[src/rtl/qr_uart_tx_if.sv]
// Handshake and payload bundle between the QR decode stage and the UART transmitter.
// The master drives the captured decode outputs and start; the slave returns line and status.
interface qr_uart_tx_if;
   logic       start_in;
   logic [3:0] data_type_in;
   logic [7:0] data_length_in;
   logic [7:0] bytes_in [18:0];
   logic       uart_tx_out;
   logic       busy_out;
   logic       done_out;
   logic       error_out;

   modport master (
      output start_in, data_type_in, data_length_in, bytes_in,
      input  uart_tx_out, busy_out, done_out, error_out
   );

   modport slave (
      input  start_in, data_type_in, data_length_in, bytes_in,
      output uart_tx_out, busy_out, done_out, error_out
   );
endinterface

[src/rtl/qr_uart_tx.sv]
// Sends one captured QR v1 payload to the host as 8N1 frames:
// the clamped length byte, the payload bytes, then a 0x0A terminator.
module qr_uart_tx #(
   parameter int BAUD_DIV  = 868,
   parameter int MAX_BYTES = 17
) (
   input  logic         clk_in,
   input  logic         rst_in,
   qr_uart_tx_if.slave  bus
);

   localparam logic [15:0] BAUD_LAST  = 16'(BAUD_DIV - 1);
   localparam logic [7:0]  MAX_LEN    = 8'(MAX_BYTES);
   localparam logic [3:0]  BYTE_MODE  = 4'b0100;
   localparam logic [7:0]  TERMINATOR = 8'h0A;

   // The "next byte" decision is folded into the last STOP_BIT cycle, so it has no encoding.
   typedef enum logic [2:0] {
      IDLE, CHECK, START_BIT, DATA_BITS, STOP_BIT, FINISH
   } state_t;

   state_t      state_q, state_d;
   logic [15:0] baud_q, baud_d;
   logic [2:0]  bit_q, bit_d;
   logic [4:0]  idx_q, idx_d;
   logic [4:0]  n_q, n_d;
   logic        err_q, err_d;
   logic        tx_q, tx_d;
   logic [3:0]  type_q, type_d;
   logic [7:0]  len_q, len_d;
   logic [7:0]  bytes_q [19];
   logic [7:0]  bytes_d [19];
   logic        baud_wrap;
   logic [4:0]  byte_sel;
   logic [7:0]  cur_byte;
   logic        busy, done, error;

   function automatic logic [4:0] clamp_len(input logic [7:0] len);
      if (len > MAX_LEN) return MAX_LEN[4:0];
      return len[4:0];
   endfunction

   assign baud_wrap = (baud_q == BAUD_LAST);

   always_ff @(posedge clk_in) begin
      if (rst_in) state_q <= IDLE;
      else        state_q <= state_d;
   end

   always_comb begin
      state_d = state_q;
      baud_d  = baud_q;
      bit_d   = bit_q;
      idx_d   = idx_q;
      n_d     = n_q;
      err_d   = err_q;
      type_d  = type_q;
      len_d   = len_q;
      for (int i = 0; i < 19; i++) bytes_d[i] = bytes_q[i];

      case (state_q)
         IDLE: begin
            baud_d = '0;
            bit_d  = '0;
            idx_d  = '0;
            if (bus.start_in) begin
               state_d = CHECK;
               err_d   = 1'b0;
               type_d  = bus.data_type_in;
               len_d   = bus.data_length_in;
               for (int i = 0; i < 19; i++) bytes_d[i] = bus.bytes_in[i];
            end
         end
         CHECK: begin
            baud_d = '0;
            if (type_q != BYTE_MODE) begin
               err_d   = 1'b1;
               state_d = FINISH;
            end else begin
               n_d     = clamp_len(len_q);
               state_d = START_BIT;
            end
         end
         START_BIT: begin
            baud_d = baud_wrap ? '0 : baud_q + 16'd1;
            if (baud_wrap) begin
               bit_d   = '0;
               state_d = DATA_BITS;
            end
         end
         DATA_BITS: begin
            baud_d = baud_wrap ? '0 : baud_q + 16'd1;
            if (baud_wrap) begin
               if (bit_q == 3'd7) state_d = STOP_BIT;
               else               bit_d   = bit_q + 3'd1;
            end
         end
         STOP_BIT: begin
            baud_d = baud_wrap ? '0 : baud_q + 16'd1;
            // Queue holds n+2 entries: length byte, n payload bytes, terminator.
            if (baud_wrap) begin
               if (idx_q == n_q + 5'd1) begin
                  state_d = FINISH;
               end else begin
                  idx_d   = idx_q + 5'd1;
                  state_d = START_BIT;
               end
            end
         end
         FINISH:  state_d = IDLE;
         default: state_d = IDLE;
      endcase
   end

   always_comb begin
      busy     = (state_q != IDLE) && (state_q != FINISH);
      done     = (state_q == FINISH);
      error    = (state_q == FINISH) && err_q;
      byte_sel = idx_d - 5'd1;
      cur_byte = TERMINATOR;
      if (idx_d == 5'd0)     cur_byte = {3'b000, n_q};
      else if (idx_d <= n_q) cur_byte = bytes_q[byte_sel];
      // The line is driven from the next state so the serial output is a clean flop.
      case (state_d)
         START_BIT: tx_d = 1'b0;
         DATA_BITS: tx_d = cur_byte[bit_d];
         default:   tx_d = 1'b1;
      endcase
   end

   always_ff @(posedge clk_in) begin
      if (rst_in) begin
         baud_q <= '0;
         bit_q  <= '0;
         idx_q  <= '0;
         err_q  <= 1'b0;
         tx_q   <= 1'b1;
      end else begin
         baud_q <= baud_d;
         bit_q  <= bit_d;
         idx_q  <= idx_d;
         err_q  <= err_d;
         tx_q   <= tx_d;
      end
   end

   // Capture register and clamped count carry no reset; they are reloaded before use.
   always_ff @(posedge clk_in) begin
      type_q <= type_d;
      len_q  <= len_d;
      n_q    <= n_d;
      for (int i = 0; i < 19; i++) bytes_q[i] <= bytes_d[i];
   end

   assign bus.uart_tx_out = tx_q;
   assign bus.busy_out    = busy;
   assign bus.done_out    = done;
   assign bus.error_out   = error;

endmodule

[src/flat_wrapper.sv]
// flat-port wrapper written by rule: the top's interface ports become plain ports
module qr_uart_tx_flat 
#(
   parameter int BAUD_DIV  = 868,
   parameter int MAX_BYTES = 17
)
  (clk_in, rst_in, bus_start_in, bus_data_type_in, bus_data_length_in, bus_bytes_in, bus_uart_tx_out, bus_busy_out, bus_done_out, bus_error_out);
  qr_uart_tx_if bus_i ();
  input  logic clk_in;
  input  logic rst_in;
  input wire logic [$bits(bus_i.start_in)-1:0] bus_start_in;
  input wire logic [$bits(bus_i.data_type_in)-1:0] bus_data_type_in;
  input wire logic [$bits(bus_i.data_length_in)-1:0] bus_data_length_in;
  input wire logic [$bits(bus_i.bytes_in)-1:0] bus_bytes_in;
  output wire logic [$bits(bus_i.uart_tx_out)-1:0] bus_uart_tx_out;
  output wire logic [$bits(bus_i.busy_out)-1:0] bus_busy_out;
  output wire logic [$bits(bus_i.done_out)-1:0] bus_done_out;
  output wire logic [$bits(bus_i.error_out)-1:0] bus_error_out;
  assign bus_i.start_in = bus_start_in;
  assign bus_i.data_type_in = bus_data_type_in;
  assign bus_i.data_length_in = bus_data_length_in;
  assign bus_i.bytes_in = {>>{bus_bytes_in}};
  assign bus_uart_tx_out = bus_i.uart_tx_out;
  assign bus_busy_out = bus_i.busy_out;
  assign bus_done_out = bus_i.done_out;
  assign bus_error_out = bus_i.error_out;
  qr_uart_tx #(.BAUD_DIV(BAUD_DIV), .MAX_BYTES(MAX_BYTES)) u_core (.clk_in(clk_in), .rst_in(rst_in), .bus(bus_i));
endmodule
[config.mk]
export PLATFORM = sky130hd
export DESIGN_NAME = qr_uart_tx_flat
export DESIGN_NICKNAME = d
export VERILOG_FILES = /design/src/rtl/qr_uart_tx_if.sv /design/src/rtl/qr_uart_tx.sv /design/src/flat_wrapper.sv
export SDC_FILE = /design/constraint.sdc
export NUM_CORES = 1
export LEC_CHECK = 0
export ABC_AREA = 1
export BUFFER_PORTS_ARGS = -buffer_cell sky130_fd_sc_hd__clkbuf_2
export CORE_UTILIZATION = 45
export CTS_CLUSTER_SIZE = 28
export DETAILED_ROUTE_END_ITERATION = 6
export GPL_TIMING_DRIVEN = 0
export PLACE_DENSITY = 0.69
export SLEW_MARGIN = 20
export SYNTH_ARGS = -nofsm -noshare
export SYNTH_HDL_FRONTEND = slang
export SYNTH_SLANG_ARGS = --single-unit
[constraint.sdc]
create_clock -name clk_in -period 7.22 [get_ports clk_in]
set_input_delay 1.444 -clock clk_in [delete_from_list [all_inputs] [get_ports clk_in]]
set_output_delay 1.444 -clock clk_in [all_outputs]
set_load 0.05 [all_outputs]
==> results by stage, run 1 <==
Pwr:
- The reported net switching power is 701 uW.
- The design draws 2630 uW.
- The worst vdd rail ir drop is about 0.00013 V.
- The register share of total power is 0.536.
- For this design the ratio of total power to cell area is around 240 nW/um^2.
- The internal portion of the total power is 1930 uW.
- The share of total power dissipated in combinational logic is 0.099.
- The clock power share is 0.365.
- The analysis attributes to cell leakage a power of between 0.004 and 0.005 uW.
- The proportion of total power due to net switching is 0.267.

Floorplanning:
- The die covers about 21000 sq um.
- In this run the standard cell core region covers just over 20000 sq um.
- Measured along the x axis, the die boundary spans 146 um.
- In this run the count of I/O pins placed on the die edge is between 150 and 200.
- The total number of placement rows is 52.
- The starting utilization of the core area is 0.458.
- The vertical die dimension is about 150 um.

Worst setup path:
- The critical-path cell with the highest stage delay is sky130_fd_sc_hd__edfxtp_1.
- The worst setup path is of the reg -> reg kind.
- Across all register-to-register paths, the minimum setup slack is roughly 2.8 ns.
- STA classifies the critical path endpoint as a flop.
- In this run the critical register-to-register path is captured at u_core.bus.uart_tx_out$_SDFF_PP1_.
- The data arrival time of the worst path is between 4 and 5 ns.
- The worst setup path is launched from a flop.
- At the worst endpoint, the required time is 7.55 ns.
- Along the worst path, the maximum fanout reaches 11.
- The number of cells on the worst reg-to-reg path is 26.
- The worst reg2reg path startpoint is u_core.n_q[0]$_SDFFCE_PN1P_.
- For this run, the slowest stage of the critical path takes 0.53 ns.
- The most frequent cell on the critical path is sky130_fd_sc_hd__nand3_1.

Cells and area:
- The library cell used most frequently in the layout, excluding fill and tap cells, is sky130_fd_sc_hd__nand2_1.
- The synthesis-to-finish area growth is 19.7%.
- The share of cells above drive strength 1 is 0.233.
- In the final design database the tool counted 1315 nets.
- The number of fill cells in the layout is 1778.
- Registers take approximately 5700 sq um.
- In the final layout, the multi-input gates occupy between 2000 and 3000 sq um.
- The final instance count without filler cells is roughly 1.4k.
- The top cell types in the final layout, fill and taps aside, are 195 x sky130_fd_sc_hd__nand2_1, 169 x sky130_fd_sc_hd__clkbuf_2, 169 x sky130_fd_sc_hd__edfxtp_1, 134 x sky130_fd_sc_hd__nand3_1, 126 x sky130_fd_sc_hd__inv_1.

Clocking:
- The number of levels the H-tree was split into is 4.
- The clock passes through at most 2 buffers.
- The CTS tree is yes.
- The post-CTS repair timing setup buffer count is 0.
- For this design, the CTS-stage hold fixing added 0 buffers.
- Counting every sink on the clock net gives 198.
- Clock latency on the worst-skew pair, taken at its later pin, is between 0.4 and 0.5 ns.
- The TritonCTS buffer count is 17.
- CTS placed an instance of sky130_fd_sc_hd__clkbuf_16 at the clock tree root.
- After clock tree synthesis, the clock-pin slew on the worst setup and hold paths is 0.08 ns.
- The number of gates resized after CTS was 0.

Timing:
- Setup violations remaining at the end of the flow were counted as 0.
- The count of final hold-check violations was 0.
- Across all hold checks on the routed design, the worst slack comes to 0.489 ns.
- The max-slew headroom at the worst pin is 0.488.
- The final cycle utilization of the critical path is 0.606.
- Setup repair after global routing left no endpoint under its margin.
- The final-report max-slew violation count came to 0.
- The setup TNS is 0 ns.
- After layout, the minimum clock period comes to about 4.4 ns.
- Across the routed clock network, the largest skew measured is ~0.020 ns.
- Based on the critical path, the design can be clocked at up to 0.229 GHz.
- The transition time at the pin with the least slew margin is 0.749 ns.

Yosys:
- After synthesis the netlist holds a flip-flop and latch count of 198.
- The number of cells produced by synthesis is about 950.
- The number of nets in the synthesized netlist is approximately 1.1k.
- The Yosys warning count is 0.
- The number of enable flip-flop cells after synthesis is around 170.
- The post-synthesis cell area is ~9300 sq um.
- The mean post-synth cell area is 9.77 sq um.
- The share of the Yosys chip area taken by registers is 0.610.
- The unique cell type count in the Yosys netlist is 39.
- The fraction of synthesis flops using an asynchronous set or reset pin is 0.
- Among all flip-flop cells after synthesis, the most frequent one is sky130_fd_sc_hd__edfxtp_1.

Worst hold path:
- The worst hold path belongs to the class reg -> reg.
- The start point of the worst hold path is u_core.baud_q[12]$_SDFFE_PP0P_.
- For hold timing, the worst endpoint is u_core.baud_q[12]$_SDFFE_PP0P_.
- Counting instances, the worst hold path has a depth of 2.

Status:
- The run finished with clean final reports.

Drt:
- The per-cell routed wire length is approximately 16 um.
- After detailed routing, the number of vias per cell comes to approximately 5.2.
- Once detail routing completed, the nets flagged for antenna violations numbered 0.
- The aggregate routed wire length is approximately 23000 um.
- For this run, design rule violations remaining after detail routing come to 0.
- The detailed router placed between 7k and 8k vias in this run.
- The number of violations reported at the end of detailed-routing iteration 0 is 611.
- The number of optimization iterations in the first detailed-route pass is 5.

Place:
- The final RePlAce weighted congestion is about 0.9.
- Once placement completed, the tool counted placed cells totaling approximately 1.4k.
- Input and output buffers added on the ports amount to around 170.
- The detailed-placement wirelength estimate is between 15000 and 20000 um.

Global route:
- The number of global-route vias before repair is 7105.
- The number of antenna violations at the first check in global routing came to 1.
- Summed over all layers, the global routing overflow is 0.
- The first-pass GRT wire length is approximately 36000 um.
- Entering global routing, the biggest net connects 89 pins.
- The overall global routing resource usage is 0.222.

Flow run:
- Max-cap violations in this run came to 0.
how the worst max path moves through the flow:
stage	slack, ns	to	cells after the start	start
6_report	2.85	u_core.bus.uart_tx_out$_SDFF_PP1_	26	u_core.n_q[0]$_SDFFCE_PN1P_
5_1_grt	2.45	u_core.bus.uart_tx_out$_SDFF_PP1_	28	u_core.n_q[0]$_SDFFCE_PN1P_
4_1_cts	2.83	u_core.bus.uart_tx_out$_SDFF_PP1_	26	u_core.n_q[0]$_SDFFCE_PN1P_
3_5_place_dp	2.86	u_core.bus.uart_tx_out$_SDFF_PP1_	26	u_core.n_q[0]$_SDFFCE_PN1P_
3_3_place_gp	0.1	u_core.bus.uart_tx_out$_SDFF_PP1_	7	bus_start_in
2_1_floorplan	1.77	u_core.bus.uart_tx_out$_SDFF_PP1_	6	bus_start_in
flip-flops by register name, summed over array words and instances (netlist names):
name / count
u_core.bus.uart_tx_out: 1
u_core.idx_q: 5
u_core.baud_q: 16
u_core.state_q: 3
u_core.bit_q: 3
u_core.n_q: 5
u_core.len_q: 8
u_core.type_q: 4
u_core.bytes_q: 152
u_core.err_q: 1
power groups by stage:
stage / logic, uW / clock network, uW / registers, uW
global route: 292 / 1010 / 1420
CTS: 262 / 974 / 1410
detailed placement: 261 / 0 / 1440
floorplan: 154 / 0 / 1440
finish: 261 / 958 / 1410
global placement: 249 / 0 / 1460
worst max-delay path, delay by kind of cell (launching register included):
family / cells / cell delay, ns
DFF: 1 / 0.53
and+or+nand+nor: 18 / 1.77
buffers and inverters: 6 / 1.34
adders and majority gates: 2 / 0.63
Yosys cell counts, drive strengths merged (10+ instances only):
cell | count | area share
inv | 143 | 0.058
ha | 10 | 0.013
dfxtp | 29 | 0.063
clkbuf | 10 | 0.0040
buf | 28 | 0.019
o21ai | 34 | 0.018
a21oi | 36 | 0.020
nand2 | 203 | 0.086
edfxtp | 169 | 0.55
nand3 | 142 | 0.083
nor2 | 68 | 0.030
nand4 | 45 | 0.034
final cells by class:
class,count,share of cell area
flip-flops and latches,198,0.509
multi-input cells,570,0.258
repair buffers,170,0.0787
inverters,143,0.0490
clock buffers,17,0.0383
well taps,270,0.0304
plain buffers,38,0.0194
clock inverters,15,0.0162
diodes,1,0.000225
through the flow:
step / cell area (sq um) / setup WS (ns) / utilization
6_report: 11100 / 2.85 / 0.549
5_1_grt: 11100 / 2.45 / 0.549
4_1_cts: 11100 / 2.83 / 0.549
3_5_place_dp: 10500 / 2.86 / 0.519
3_3_place_gp: 10500 / 0.0960 / 0.517
2_1_floorplan: 9280 / 1.77 / -
cell families (layout without fill, tap and decap cells):
group                    after synthesis  count (layout)  share of synthesized area
buffers and inverters                181             383                     0.0811
adder cells (fa/ha/maj)               10              10                     0.0135
flip-flops                           198             198                      0.610
AO/OA/AOI/OAI                         88              88                     0.0538
AND/OR/NAND/NOR                      472             472                      0.242
other                                  0               1                          0
metal layers:
metal / global-route usage / up-vias / wire length, um
met3: 0.0417 / 51 / 1290
met2: 0.379 / 273 / 11300
met1: 0.278 / 3422 / 9600
met5: 0 / - / 0
li1: - / 3621 / -
met4: 0.0889 / 0 / 672
No activity file was read; power rests on OpenSTA's default activity.
==> run 2, diff against run 1 <==
- PLACE_DENSITY: 0.69 -> 0.71
- clock period: 7.22 -> 3.6 ns (I/O delays scaled with it)
==> results by stage, run 2 (same netlist as run 1, synthesis figures left out) <==
Place:
- The number of buffers added on ports is 169 (unchanged).
- The number of cells after detailed placement is 1392 (+0.22%).
- The post-placement worst setup slack came to -0.844 ns (-3.70 ns).
- The final RePlAce weighted congestion is 0.835 (-7.2%).
- The detailed-placement wirelength estimate came to 16400 um (+0.56%).

Timing:
- The final-report max-slew violation count is 0 (unchanged).
- The timing-limited maximum frequency is 0.296 GHz (+30%).
- The worst hold slack after final layout is 0.440 ns (-0.0480 ns).
- The worst clock skew on the final layout is 0.00945 ns (-0.0109 ns).
- The minimum clock period was 3.38 ns (-0.998 ns).
- The max-slew headroom at the worst pin came to 0.544 (+0.0557).
- The count of final hold-check violations is 0 (unchanged).
- The final cycle utilization of the critical path is 0.938 (+0.332).
- The setup-violating endpoint count in the final report was 0 (unchanged).
- The slack of the critical path is 0.225 ns (-2.62 ns).
- The transition time at the pin with the least slew margin came to 0.683 ns (-0.0657 ns).

Pwr:
- The register share of total power is 0.534 (-0.002).
- The internal cell power is 3890 uW (+100%).
- The reported leakage power is 0.00482 uW (+1.8%).
- The proportion of total power due to net switching is 0.265 (-0.00214).
- The clock power share is 0.362 (-0.003).
- The relative contribution of combinational cells to total power came to 0.105 (+0.006).
- The power density over the cells came to 467 nW/um^2 (+97%).
- The worst vdd rail ir drop is 0.000346 V (+160%).
- The reported net switching power came to 1400 uW (+100%).

Cells and area:
- The number of fill cells in the layout was 1730 (-2.7%).
- The number of flip-flops in the largest register is 152 (unchanged).
- The layout net count came to 1323 (+0.61%).
- In the final layout, the registers with the most flip-flops are u_core.bytes_q x152, u_core.baud_q x16, u_core.len_q x8.
- Leaving out fill and tap cells, the most frequent cell in the layout is sky130_fd_sc_hd__nand2_1.
- The final instance count without filler cells came to 1429 (+0.49%).
- The synthesis-to-finish area growth is 22.1%.
- The top cell types in the final layout, fill and taps aside, are 193 x sky130_fd_sc_hd__nand2_1, 169 x sky130_fd_sc_hd__clkbuf_2, 169 x sky130_fd_sc_hd__edfxtp_1, 132 x sky130_fd_sc_hd__nand3_1, 126 x sky130_fd_sc_hd__inv_1.
- The share of cells above drive strength 1 was 0.254 (+0.0208).
- The antenna cell count was 0 (-1).
- The final design utilization came to 0.559 (+0.0108).
- u_core.bytes_q holds more flip-flops than any other register.

Clocking:
- The maximum number of buffers from clock root to sink is 2 (unchanged).
- The clock-pin slew on the worst setup and hold paths was 0.08 ns (about the same).
- The clock latency on the worst-skew pair is 0.44 ns (about the same).
- The number of hold buffers added after cts came to 0 (unchanged).
- The buffer cell driving the clock tree root is sky130_fd_sc_hd__clkbuf_16.
- The number of levels the H-tree was split into is 4 (unchanged).
- TritonCTS built the clock tree.
- The TritonCTS buffer count came to 17 (unchanged).
- The clock sink count is 198 (unchanged).

Worst setup path:
- The capturing point of the worst reg2reg path is u_core.bus.uart_tx_out$_SDFF_PP1_.
- The worst reg2reg path startpoint is u_core.n_q[0]$_SDFFCE_PN1P_.
- STA classifies the critical path endpoint as a flop.
- The most numerous cell type found on the critical path is sky130_fd_sc_hd__nand3_1.
- The endpoint of the worst setup timing path is u_core.bus.uart_tx_out$_SDFF_PP1_.
- The critical-path cell with the highest stage delay is sky130_fd_sc_hd__edfxtp_1.
- The data required time at the worst endpoint is 3.93 ns (-3.62 ns).
- The most critical setup path has its startpoint at u_core.n_q[0]$_SDFFCE_PN1P_.
- The largest fanout of any net on the critical path is 10 (-1).
- The worst setup slack for register-to-register paths is 0.22 ns (-2.62 ns).
- The stage delay of the slowest cell on the critical path is 0.48 ns (-0.05 ns).
- The count of cells along the worst register-to-register path was 28 (+7.7%).
- The critical path class is reg -> reg.
- The data arrival time of the worst path is 3.71 ns (-0.99 ns).
- STA classifies the critical path startpoint as a flop.

Floorplanning:
- The starting utilization of the core area is 0.458 (unchanged).
- The vertical die dimension is 146 um (unchanged).
- The die area is 21200 sq um (unchanged).
- The placeable core region is 20200 sq um (unchanged).
- The total number of placement rows was 52 (unchanged).
- The x dimension of the die was 146 um (unchanged).
- The boundary pin count is 171 (unchanged).

Worst hold path:
- The depth of the worst hold-timing path is 1 (-1).
- The class of the tightest hold or removal check is in -> reg.

Drt:
- The remaining antenna violation count after routing is 0 (unchanged).
- The number of optimization iterations in the first detailed-route pass came to 5 (unchanged).
- The via total after detailed routing is 7276 (-1.2%).
- The aggregate routed wire length came to 22400 um (-1.8%).
- The via density per instance is 5.09 (-1.7%).
- The number of violations reported at the end of detailed-routing iteration 0 came to 554 (-9.3%).
- The per-cell routed wire length is 15.7 um (-2.2%).
- The count of unresolved DRC violations after routing was 0 (unchanged).

Global route:
- The first-pass GRT wire length is 35400 um (-2.0%).
- The number of antenna violations at the first check in global routing is 0 (-1).
- The overall global routing resource usage is 0.216 (-0.00590).
- The largest net degree at the start of global routing is 40 (-55%).
- The number of global-route vias before repair is 7043 (-0.87%).
- The total overflow reported by the global router is 0 (unchanged).

Flow run:
- The number of max-capacitance violations reported is 0 (unchanged).

Status:
- The flow ran to the end, and the final reports show no timing, DRC or antenna violations.
run 2: how the worst min path moves through the flow:
| stage | from | endpoint | slack [ns] |
|---|---|---|---|
| 6_report | bus_bytes_in[119] | u_core.bytes_q[14][7]$_DFFE_PP_ | 0.44 |
| 5_1_grt | bus_bytes_in[95] | u_core.bytes_q[11][7]$_DFFE_PP_ | 0.44 |
| 4_1_cts | bus_bytes_in[119] | u_core.bytes_q[14][7]$_DFFE_PP_ | 0.44 |
| 3_5_place_dp | u_core.baud_q[12]$_SDFFE_PP0P_ | u_core.baud_q[12]$_SDFFE_PP0P_ | 0.47 |
| 3_3_place_gp | u_core.err_q$_SDFFE_PP0P_ | u_core.err_q$_SDFFE_PP0P_ | 0.47 |
| 2_1_floorplan | u_core.err_q$_SDFFE_PP0P_ | u_core.err_q$_SDFFE_PP0P_ | 0.46 |
run 2: cell type report:
| cell class | instances | area (sq um) | area share |
|---|---|---|---|
| tap | 270 | 338 | 0.0298 |
| multi-input combinational | 570 | 2930 | 0.259 |
| buffer | 36 | 246 | 0.0218 |
| inverter | 143 | 548 | 0.0484 |
| sequential | 198 | 5660 | 0.500 |
| clock inverter | 15 | 180 | 0.0159 |
| clock buffer | 17 | 425 | 0.0376 |
| timing repair buffer | 180 | 995 | 0.0879 |
run 2: worst max-delay path, delay by kind of cell, from the launching register on:
kind,cells,cell delay [ns]
simple gates,20,1.79
buf+inv,6,0.62
flops,1,0.48
fa+ha+maj,2,0.38
run 2: power groups by stage:
stage | logic (uW) | clock network (uW) | registers (uW)
detailed placement | 548 | 0 | 2870
finish | 553 | 1910 | 2820
global route | 618 | 2030 | 2840
global placement | 505 | 0 | 2910
floorplan | 316 | 0 | 2880
CTS | 553 | 1930 | 2820
run 2: metrics by stage:
step | setup TNS, ns | area (sq um) | power [uW]
final | 0 | 11300 | 5290
after global routing | -0.0509 | 11300 | 5490
after CTS | 0 | 11200 | 5310
after detailed placement | -0.844 | 10600 | 3420
after global placement | -192.70 | 10500 | 3410
after floorplan | -0.326 | 9300 | 3200
run 2: what timing repair did:
item                       CTS  global route
pin swaps                    0             5
setup endpoints to repair    1             1
gates resized for setup     17            18
buffers inserted             2             5
run 2: layer usage:
layer | vias to the layer above | share of wire | track usage | routed length [um]
met5 | - | 0 | 0 | 0
met4 | 0 | 0.023 | 0.0747 | 512
met3 | 34 | 0.062 | 0.0348 | 1380
met2 | 256 | 0.50 | 0.376 | 11200
met1 | 3346 | 0.42 | 0.274 | 9320
li1 | 3640 | - | - | -
